### config.mk
export PLATFORM = sky130hd
export DESIGN_NAME = wishbone_arbiter
export DESIGN_NICKNAME = d
export VERILOG_FILES = /design/src/rtl/wishbone_arbiter.sv
export SDC_FILE = /design/constraint.sdc
export NUM_CORES = 1
export LEC_CHECK = 0
export CAP_MARGIN = 20
export CELL_PAD_IN_SITES_DETAIL_PLACEMENT = 0
export CELL_PAD_IN_SITES_GLOBAL_PLACEMENT = 1
export CORE_ASPECT_RATIO = 0.6
export CORE_MARGIN = 2
export CORE_UTILIZATION = 12
export CTS_CLUSTER_DIAMETER = 80
export DETAILED_ROUTE_END_ITERATION = 16
export GPL_TIMING_DRIVEN = 1
export PLACE_DENSITY_LB_ADDON = 0.1
export SETUP_SLACK_MARGIN = 0.3
export SYNTH_ARGS = -nofsm -noshare
export SYNTH_HDL_FRONTEND = slang
export SYNTH_SLANG_ARGS = --single-unit
### constraint.sdc
create_clock -name clock -period 2.4 [get_ports clock]
set_clock_uncertainty 0.05 [all_clocks]
set_input_delay 0.48 -clock clock [delete_from_list [all_inputs] [get_ports clock]]
set_output_delay 0.48 -clock clock [all_outputs]
set_load 0.01 [all_outputs]
### src/rtl/wishbone_arbiter.sv
// wishbone_arbiter
//   Two-primary, one-secondary Wishbone arbiter. The bus is owned by one
//   primary for a whole cyc cycle; ownership is chosen round-robin and held
//   in a registered grant state. Request signals of the owner are forwarded
//   combinationally to the secondary; ack is returned only to the owner and
//   read data is broadcast to both primaries.
//
// Ports
//   clock, reset          : clock, synchronous active-high reset
//   p0_* / p1_*           : primary request (cyc, stb, we, addr, sel, dat_o)
//                           and response (dat_i, ack)
//   s_*                   : forwarded request to the secondary, its dat_i/ack
//   grant                 : one-hot current owner (01 = p0, 10 = p1, 00 = idle)
module wishbone_arbiter #(
  parameter int DATA_SIZE = 32,
  parameter int BYTE_SIZE = 8,
  parameter int ADDR_SIZE = 32,
  localparam int SEL_SIZE = DATA_SIZE / BYTE_SIZE
) (
  input  logic                 clock,
  input  logic                 reset,
  input  logic                 p0_cyc,
  input  logic                 p0_stb,
  input  logic                 p0_we,
  input  logic [ADDR_SIZE-1:0] p0_addr,
  input  logic [SEL_SIZE-1:0]  p0_sel,
  input  logic [DATA_SIZE-1:0] p0_dat_o,
  output logic [DATA_SIZE-1:0] p0_dat_i,
  output logic                 p0_ack,
  input  logic                 p1_cyc,
  input  logic                 p1_stb,
  input  logic                 p1_we,
  input  logic [ADDR_SIZE-1:0] p1_addr,
  input  logic [SEL_SIZE-1:0]  p1_sel,
  input  logic [DATA_SIZE-1:0] p1_dat_o,
  output logic [DATA_SIZE-1:0] p1_dat_i,
  output logic                 p1_ack,
  output logic                 s_cyc,
  output logic                 s_stb,
  output logic                 s_we,
  output logic [ADDR_SIZE-1:0] s_addr,
  output logic [SEL_SIZE-1:0]  s_sel,
  output logic [DATA_SIZE-1:0] s_dat_o,
  input  logic [DATA_SIZE-1:0] s_dat_i,
  input  logic                 s_ack,
  output logic [1:0]           grant
);

  typedef enum logic [1:0] {
    IDLE   = 2'd0,
    GRANT0 = 2'd1,
    GRANT1 = 2'd2
  } state_t;

  state_t state_q, state_d;
  logic   last_q, last_d;   // 0 = p0 granted most recently, 1 = p1

  always_ff @(posedge clock) begin
    if (reset) begin
      state_q <= IDLE;
      last_q  <= 1'b1;      // p0 wins the first tie
    end else begin
      state_q <= state_d;
      last_q  <= last_d;
    end
  end

  always_comb begin
    state_d = state_q;
    case (state_q)
      IDLE: begin
        if (p0_cyc && p1_cyc) state_d = last_q ? GRANT0 : GRANT1;
        else if (p0_cyc)      state_d = GRANT0;
        else if (p1_cyc)      state_d = GRANT1;
      end
      // Owner keeps the bus for its whole cyc; on release hand straight over
      // to a waiting primary so there is no idle bubble between owners.
      GRANT0: if (!p0_cyc) state_d = p1_cyc ? GRANT1 : IDLE;
      GRANT1: if (!p1_cyc) state_d = p0_cyc ? GRANT0 : IDLE;
      default: state_d = IDLE;
    endcase
    // last tracks whichever primary the next state grants
    case (state_d)
      GRANT0:  last_d = 1'b0;
      GRANT1:  last_d = 1'b1;
      default: last_d = last_q;
    endcase
  end

  assign grant = {state_q == GRANT1, state_q == GRANT0};

  // Forwarding uses the current owner's live cyc, so s_cyc drops in the same
  // cycle the owner releases even though the state moves only at the edge.
  always_comb begin
    s_cyc   = 1'b0;
    s_stb   = 1'b0;
    s_we    = 1'b0;
    s_addr  = '0;
    s_sel   = '0;
    s_dat_o = '0;
    case (state_q)
      GRANT0: begin
        s_cyc   = p0_cyc;
        s_stb   = p0_stb;
        s_we    = p0_we;
        s_addr  = p0_addr;
        s_sel   = p0_sel;
        s_dat_o = p0_dat_o;
      end
      GRANT1: begin
        s_cyc   = p1_cyc;
        s_stb   = p1_stb;
        s_we    = p1_we;
        s_addr  = p1_addr;
        s_sel   = p1_sel;
        s_dat_o = p1_dat_o;
      end
      default: ;
    endcase
  end

  // An ack with no owner (idle) reaches nobody.
  assign p0_ack   = s_ack & grant[0];
  assign p1_ack   = s_ack & grant[1];
  assign p0_dat_i = s_dat_i;
  assign p1_dat_i = s_dat_i;

endmodule

==> results of run 1 <==
==> routing by layer <==
metal,global-route usage,wire length [um],part of all wire,vias up
li1,-,-,-,1262
met1,0.149,4730,0.43,1185
met3,0.0420,1250,0.11,8
met5,0,0,0,-
met4,0.0154,53,0.0048,0
met2,0.202,4910,0.45,157
==> stage by stage <==
step / total power [W] / std cells / hold slack [ns] / cell area (sq um)
after floorplan: 0.00105 / 261 / 0.385 / 1870
after global placement: 0.00183 / 608 / 0.436 / 3870
after detailed placement: 0.00183 / 608 / 0.417 / 3870
after CTS: 0.00260 / 637 / 0.424 / 4360
after global routing: 0.00309 / 661 / 0.462 / 4680
final: 0.00288 / 661 / 0.420 / 4680
==> state kept, by name, indices dropped and copies added, names as in the netlist <==
register and flops:
state_q 2, last_q 1
==> report_power, final <==
| part | leakage (nW) | internal, W | switching, W |
|---|---|---|---|
| sequential | 0.0262 | 0.0000702 | 0.0000165 |
| combinational | 1.72 | 0.00150 | 0.00103 |
| clock | 0.0382 | 0.000219 | 0.0000439 |
| total | 1.78 | 0.00179 | 0.00109 |
==> cells in the final DEF (no fill, tap or decap), types with 3 or more instances in the layout <==
cell             netlist  layout
a22oi_2                0      56
ha_1                   6       3
clkbuf_16              0       5
clkbuf_2               0      26
buf_16                 0       7
clkdlybuf4s50_1        0     145
buf_6                  0       9
ha_4                   0       3
and2_1                 3       3
a22oi_1               71      15
buf_2                 14      43
nor2b_1               73      71
buf_8                  0       3
buf_12                 1      14
buf_4                 65      25
==> final cells by class <==
class                      instances  area [sq um]  share of cell area
inverter                           2          12.5             0.00267
clock buffer                       4          78.8              0.0168
sequential                         3          67.6              0.0144
timing repair buffer             280          2740               0.586
multi-input combinational        169          1530               0.326
tap                              203           254              0.0543
==> cells by family (layout without fill, tap and decap cells) <==
group / after synthesis / after routing / synth area share
buffers and inverters: 89 / 286 / 0.327
adders and majority gates: 6 / 6 / 0.0401
AOI/OAI and AO/OA: 81 / 81 / 0.325
DFF: 3 / 3 / 0.0321
muxes: 1 / 1 / 0.00802
and+or+nand+nor: 81 / 81 / 0.268
==> critical path, stage by stage, from the launching register on <==
cell,delay (ns)
dfxtp_4,0.35
buf_6,0.12
ha_4,0.17
buf_6,0.12
buf_12,0.13
buf_16,0.13
buf_12,0.12
a22oi_1,0.14
nor2b_1,0.06
buf_2,0.14
==> timing repair <==
action                                  in CTS  in global routing
endpoints found under the setup margin      73                 72
resized for setup                          246                115
buffers inserted                            17                 22
pin swaps                                    3                 26
gates cloned                                 8                  2
==> worst paths after layout <==
path         depth (start not counted)                  end  slack (ns)
min reg2reg                          1  last_q$_SDFFE_PP1P_        0.42
min                                  1  last_q$_SDFFE_PP1P_        0.42
max reg2reg                          9  last_q$_SDFFE_PP1P_        0.37
max                                  9           s_addr[14]        0.16
==> results_dict.tcl, run 1 <==
set metrics [dict create \
    synth_edf_count 0 \
    core_area_sq_mm 0.0153 \
    worst_slack_ns 0.160 \
    drv_cap 0 \
    die_w_um 165 \
    gr-total-overflow 0 \
    hold_path_class "flop to flop" \
    worstMarginPinSlew_ns 0.258 \
    seq_area_frac_synth 0.0321 \
    dp_hpwl_um 7030 \
    worstHoldStart "last_q$_SDFFE_PP1P_" \
    syn2layout_area_growth_pct 150 \
    synthCells 261 \
    cp.arrival_ns 1.71 \
    die_h_um 101 \
    synth.net_count 444 \
    cp.required_ns 1.87 \
    num-nets-final 642 \
    gp_congestion 0.687 \
    min_period_ns 2.24 \
    grt_pass1_wl_um 15100 \
    fillers 1645 \
    critical_path_class "flop to primary output" \
    cts_max_path_buffers 2 \
    synth.most_common_cell "nor2b_1" \
    rsz0062_at_grt "true" \
    drc 0 \
    crit_start "state_q[0]$_SDFF_PP0_" \
    start_util 0.122 \
    cp-end-kind "primary output" \
    yosys_warnings 0 \
    die_area_sq_mm 0.0166 \
    r2r_start "state_q[0]$_SDFF_PP0_" \
    clock-root-buffer "clkbuf_16" \
    drt_iter0_drc 52 \
    ctsHoldBuffers 0 \
    fin_crit_sh 0.933 \
    async_reset_ff_frac 0 \
    rows 35 \
    antenna_cells 0 \
    numCtsBuffers 3 \
    grt_use_total 0.119 \
    clk_latency_ns 0.22 \
    slew_viol_final 0 \
    antenna_found_initial 0 \
    ys_ff_latch 3 \
    layout-drive-gt1-share 0.445 \
    p_leak_nw 1.78 \
    tritoncts "yes" \
    synth.avg_cell_area_sq_um 7.17 \
    ir_drop_mv 0.195 \
    synthesis.area_sq_mm 0.00187 \
    drt_wl_total_um 10900 \
    path_clk_slew_ns 0.03 \
    ys.flop_type "dfxtp_1" \
    yosysTopAreaCellShare 0.285 \
    htreeDepth 1 \
    yosysTopAreaCell "a22oi_1" \
    netlist_top_cells_area "a22oi_1 (28%), buf_4 (26%), nor2b_1 (24%), ha_1 (4.0%), buf_2 (3.7%)" \
    grt_pass1_vias 2640 \
    setup_tns_ns 0 \
    synth_cell_type_count 24 \
    worst-path-max-fanout 5 \
    hold_viol 0 \
    drtPass1Iterations 4 \
    p_per_area_mw_per_mm2 615 \
    via_per_inst 3.95 \
    cts.sinks 3 \
    finalSetupViolations 0 \
    grt_max_degree 20 \
    status "finished clean" \
    vias 2612 \
    synth_common_cells "nor2b_1 (73), a22oi_1 (71), buf_4 (65)" \
    post_drt_wl_per_cell_um 16.6 \
    io_pins 316 \
    final_util 0.306 \
    startpoint_type "flop" \
    relSlewSlack 0.828 \
    pre_cts_ws_ns 0.0584 \
    port_buffers 219 \
    ant_nets 0 \
    fmaxAchievable_mhz 446 \
]
(Power assumes the default switching activity.)
==> run 2: changes to the inputs <==
CORE_ASPECT_RATIO = unset   (was 0.6)
TNS_END_PERCENT = 30   (was unset)
==> run 2 against run 1 <==
Via count shrank 3.4%. Core utilization shrank 2.2 points. Worst setup slack gained 0.040 ns. Clock power grew 2%. Critical path depth shrank 1. Register-to-register slack lost 0.02 ns. Maximum frequency grew 1.8%. Power shrank 13%. Worst hold slack lost 0.0048 ns. Critical endpoint is now s_dat_o[30].
==> results_dict.tcl, run 2 (same netlist as run 1, synthesis figures left out) <==
set metrics [dict create \
    status "finished clean" \
    finalSetupViolations 0 \
    final_common_cell "clkdlybuf4s50_1" \
    top_layer_used "met4" \
    largest_reg_flops 2 \
    top_register "state_q" \
    io_pins 316 \
    cts.sinks 3 \
    worst-path-max-fanout 10 \
    antenna_cells 0 \
    slew_viol_final 0 \
    critical_path_class "flop to primary output" \
    gp_congestion 0.698 \
    whs_path_depth 1 \
    vias 2523 \
    reg2regPathDepth 9 \
    tritoncts "yes" \
    drt_wl_total_um 10400 \
    drt_iter0_drc 45 \
    start_util 0.123 \
    fin_crit_sh 0.917 \
    relSlewSlack 0.830 \
    clock-root-buffer "clkbuf_16" \
    die_area_sq_mm 0.0166 \
    holdWs_ns 0.415 \
    dp_hpwl_um 7320 \
    layout-drive-gt1-share 0.291 \
    post_drt_wl_per_cell_um 16.7 \
    rrSetupSlack_ns 0.35 \
    num-nets-final 617 \
    min_to "last_q$_SDFFE_PP1P_" \
    layout_common_cells "clkdlybuf4s50_1 (146), nor2b_1 (71), a22oi_1 (40)" \
    hold_path_class "flop to flop" \
    cts_max_path_buffers 2 \
    wl_met2_um 5520 \
    htreeDepth 1 \
    core_area_sq_mm 0.0152 \
    rows 45 \
    port_buffers 219 \
    worstHoldStart "last_q$_SDFFE_PP1P_" \
    grt_use_total 0.110 \
    p_per_area_mw_per_mm2 581 \
    crit_start "state_q[0]$_SDFF_PP0_" \
    syn2layout_area_growth_pct 131 \
    drc 0 \
    cp-end-kind "primary output" \
    placed_area_sq_mm 0.00387 \
    via_per_inst 4.06 \
    worstPathCellList "buf_6 -> ha_4 -> buf_4 -> buf_12 -> buf_16 -> a22oi_1 -> nor2b_1 -> clkdlybuf4s15_1" \
    grt_max_degree 26 \
    p_leak_nw 1.64 \
    place_inst 594 \
    drv_cap 0 \
    antenna_found_initial 0 \
    fmaxAchievable_mhz 455 \
    finalInstanceArea_sq_mm 0.00433 \
    cp_slowest_cell "dfxtp_2" \
    final_cell_count_no_fill 621 \
    grt_pass1_wl_um 14300 \
    hold_viol 0 \
    numCtsBuffers 3 \
    clk_latency_ns 0.23 \
    timing.rr.end "last_q$_SDFFE_PP1P_" \
    pre_cts_ws_ns -0.00129 \
    grt_pass1_vias 2606 \
    wl_met3_um 918 \
    cp.required_ns 1.87 \
    worst_slack_ns 0.200 \
    drtPass1Iterations 4 \
    slowest_delay_ns 0.32 \
    ctsHoldBuffers 0 \
    drt-met1-wl_um 3660 \
    ant_nets 0 \
    die_w_um 129 \
    cp.arrival_ns 1.67 \
    gr-total-overflow 0 \
    ir_drop_mv 0.272 \
    die_h_um 129 \
    worstMarginPinSlew_ns 0.253 \
    path_clk_slew_ns 0.03 \
    r2r_start "state_q[0]$_SDFF_PP0_" \
    min_period_ns 2.20 \
    rsz0062_at_grt "true" \
    top_regs "state_q: 2 flops, last_q: 1 flops" \
    design_power_total_w 0.00251 \
    startpoint_type "flop" \
]
[run 2: per-layer routing]
layer | vias up | global-route usage
li1 | 1207 | -
met1 | 1150 | 0.113
met2 | 142 | 0.218
met3 | 24 | 0.0241
met4 | 0 | 0.0345
met5 | - | 0
[run 2: stage by stage]
step / util / setup TNS (ns)
2_1_floorplan: - / 0
3_3_place_gp: 0.255 / 0
3_5_place_dp: 0.255 / -0.00129
4_1_cts: 0.273 / 0
5_1_grt: 0.285 / 0
6_report: 0.285 / 0
[run 2: area by class of cell]
| type | instances | area (sq um) |
|---|---|---|
| clock buffer | 4 | 78.8 |
| fill | 1661 | 10900 |
| inverter | 2 | 10.0 |
| multi-input combinational | 169 | 1400 |
| sequential | 3 | 65.1 |
| tap | 188 | 235 |
| timing repair buffer | 255 | 2530 |
[run 2: critical path: cells and delay by family (launching register included)]
family,cells,cell delay [ns]
AO/OA/AOI/OAI,1,0.15
adder cells (fa/ha/maj),1,0.15
buffers and inverters,5,0.76
flip-flops,1,0.32
AND/OR/NAND/NOR,1,0.06
[run 2: power breakdown]
group	internal (W)	switching, W	total [W]
Sequential	0.0000689	0.0000134	0.0000823
Clock	0.000219	0.0000475	0.000267
Combinational	0.00126	0.000907	0.00216
Total	0.00154	0.000968	0.00251
[run 2: timing repair]
action	CTS	global route
endpoints found under the hold margin	0	0
resized for setup	143	101
buffers inserted	10	5
pin swaps	3	16
setup endpoints to repair	74	74
gates cloned	4	4
[run 2: how the worst max path moves through the flow]
stage                                endpoint  slack [ns]  cells after the start
after detailed placement                s_cyc      -0.001                      5
final                             s_dat_o[30]        0.20                      8
after global placement                  s_cyc       0.003                      5
after floorplan           last_q$_SDFFE_PP1P_        0.41                      9
after global routing              s_dat_o[15]        0.13                      7
after CTS                          s_addr[16]        0.15                      8
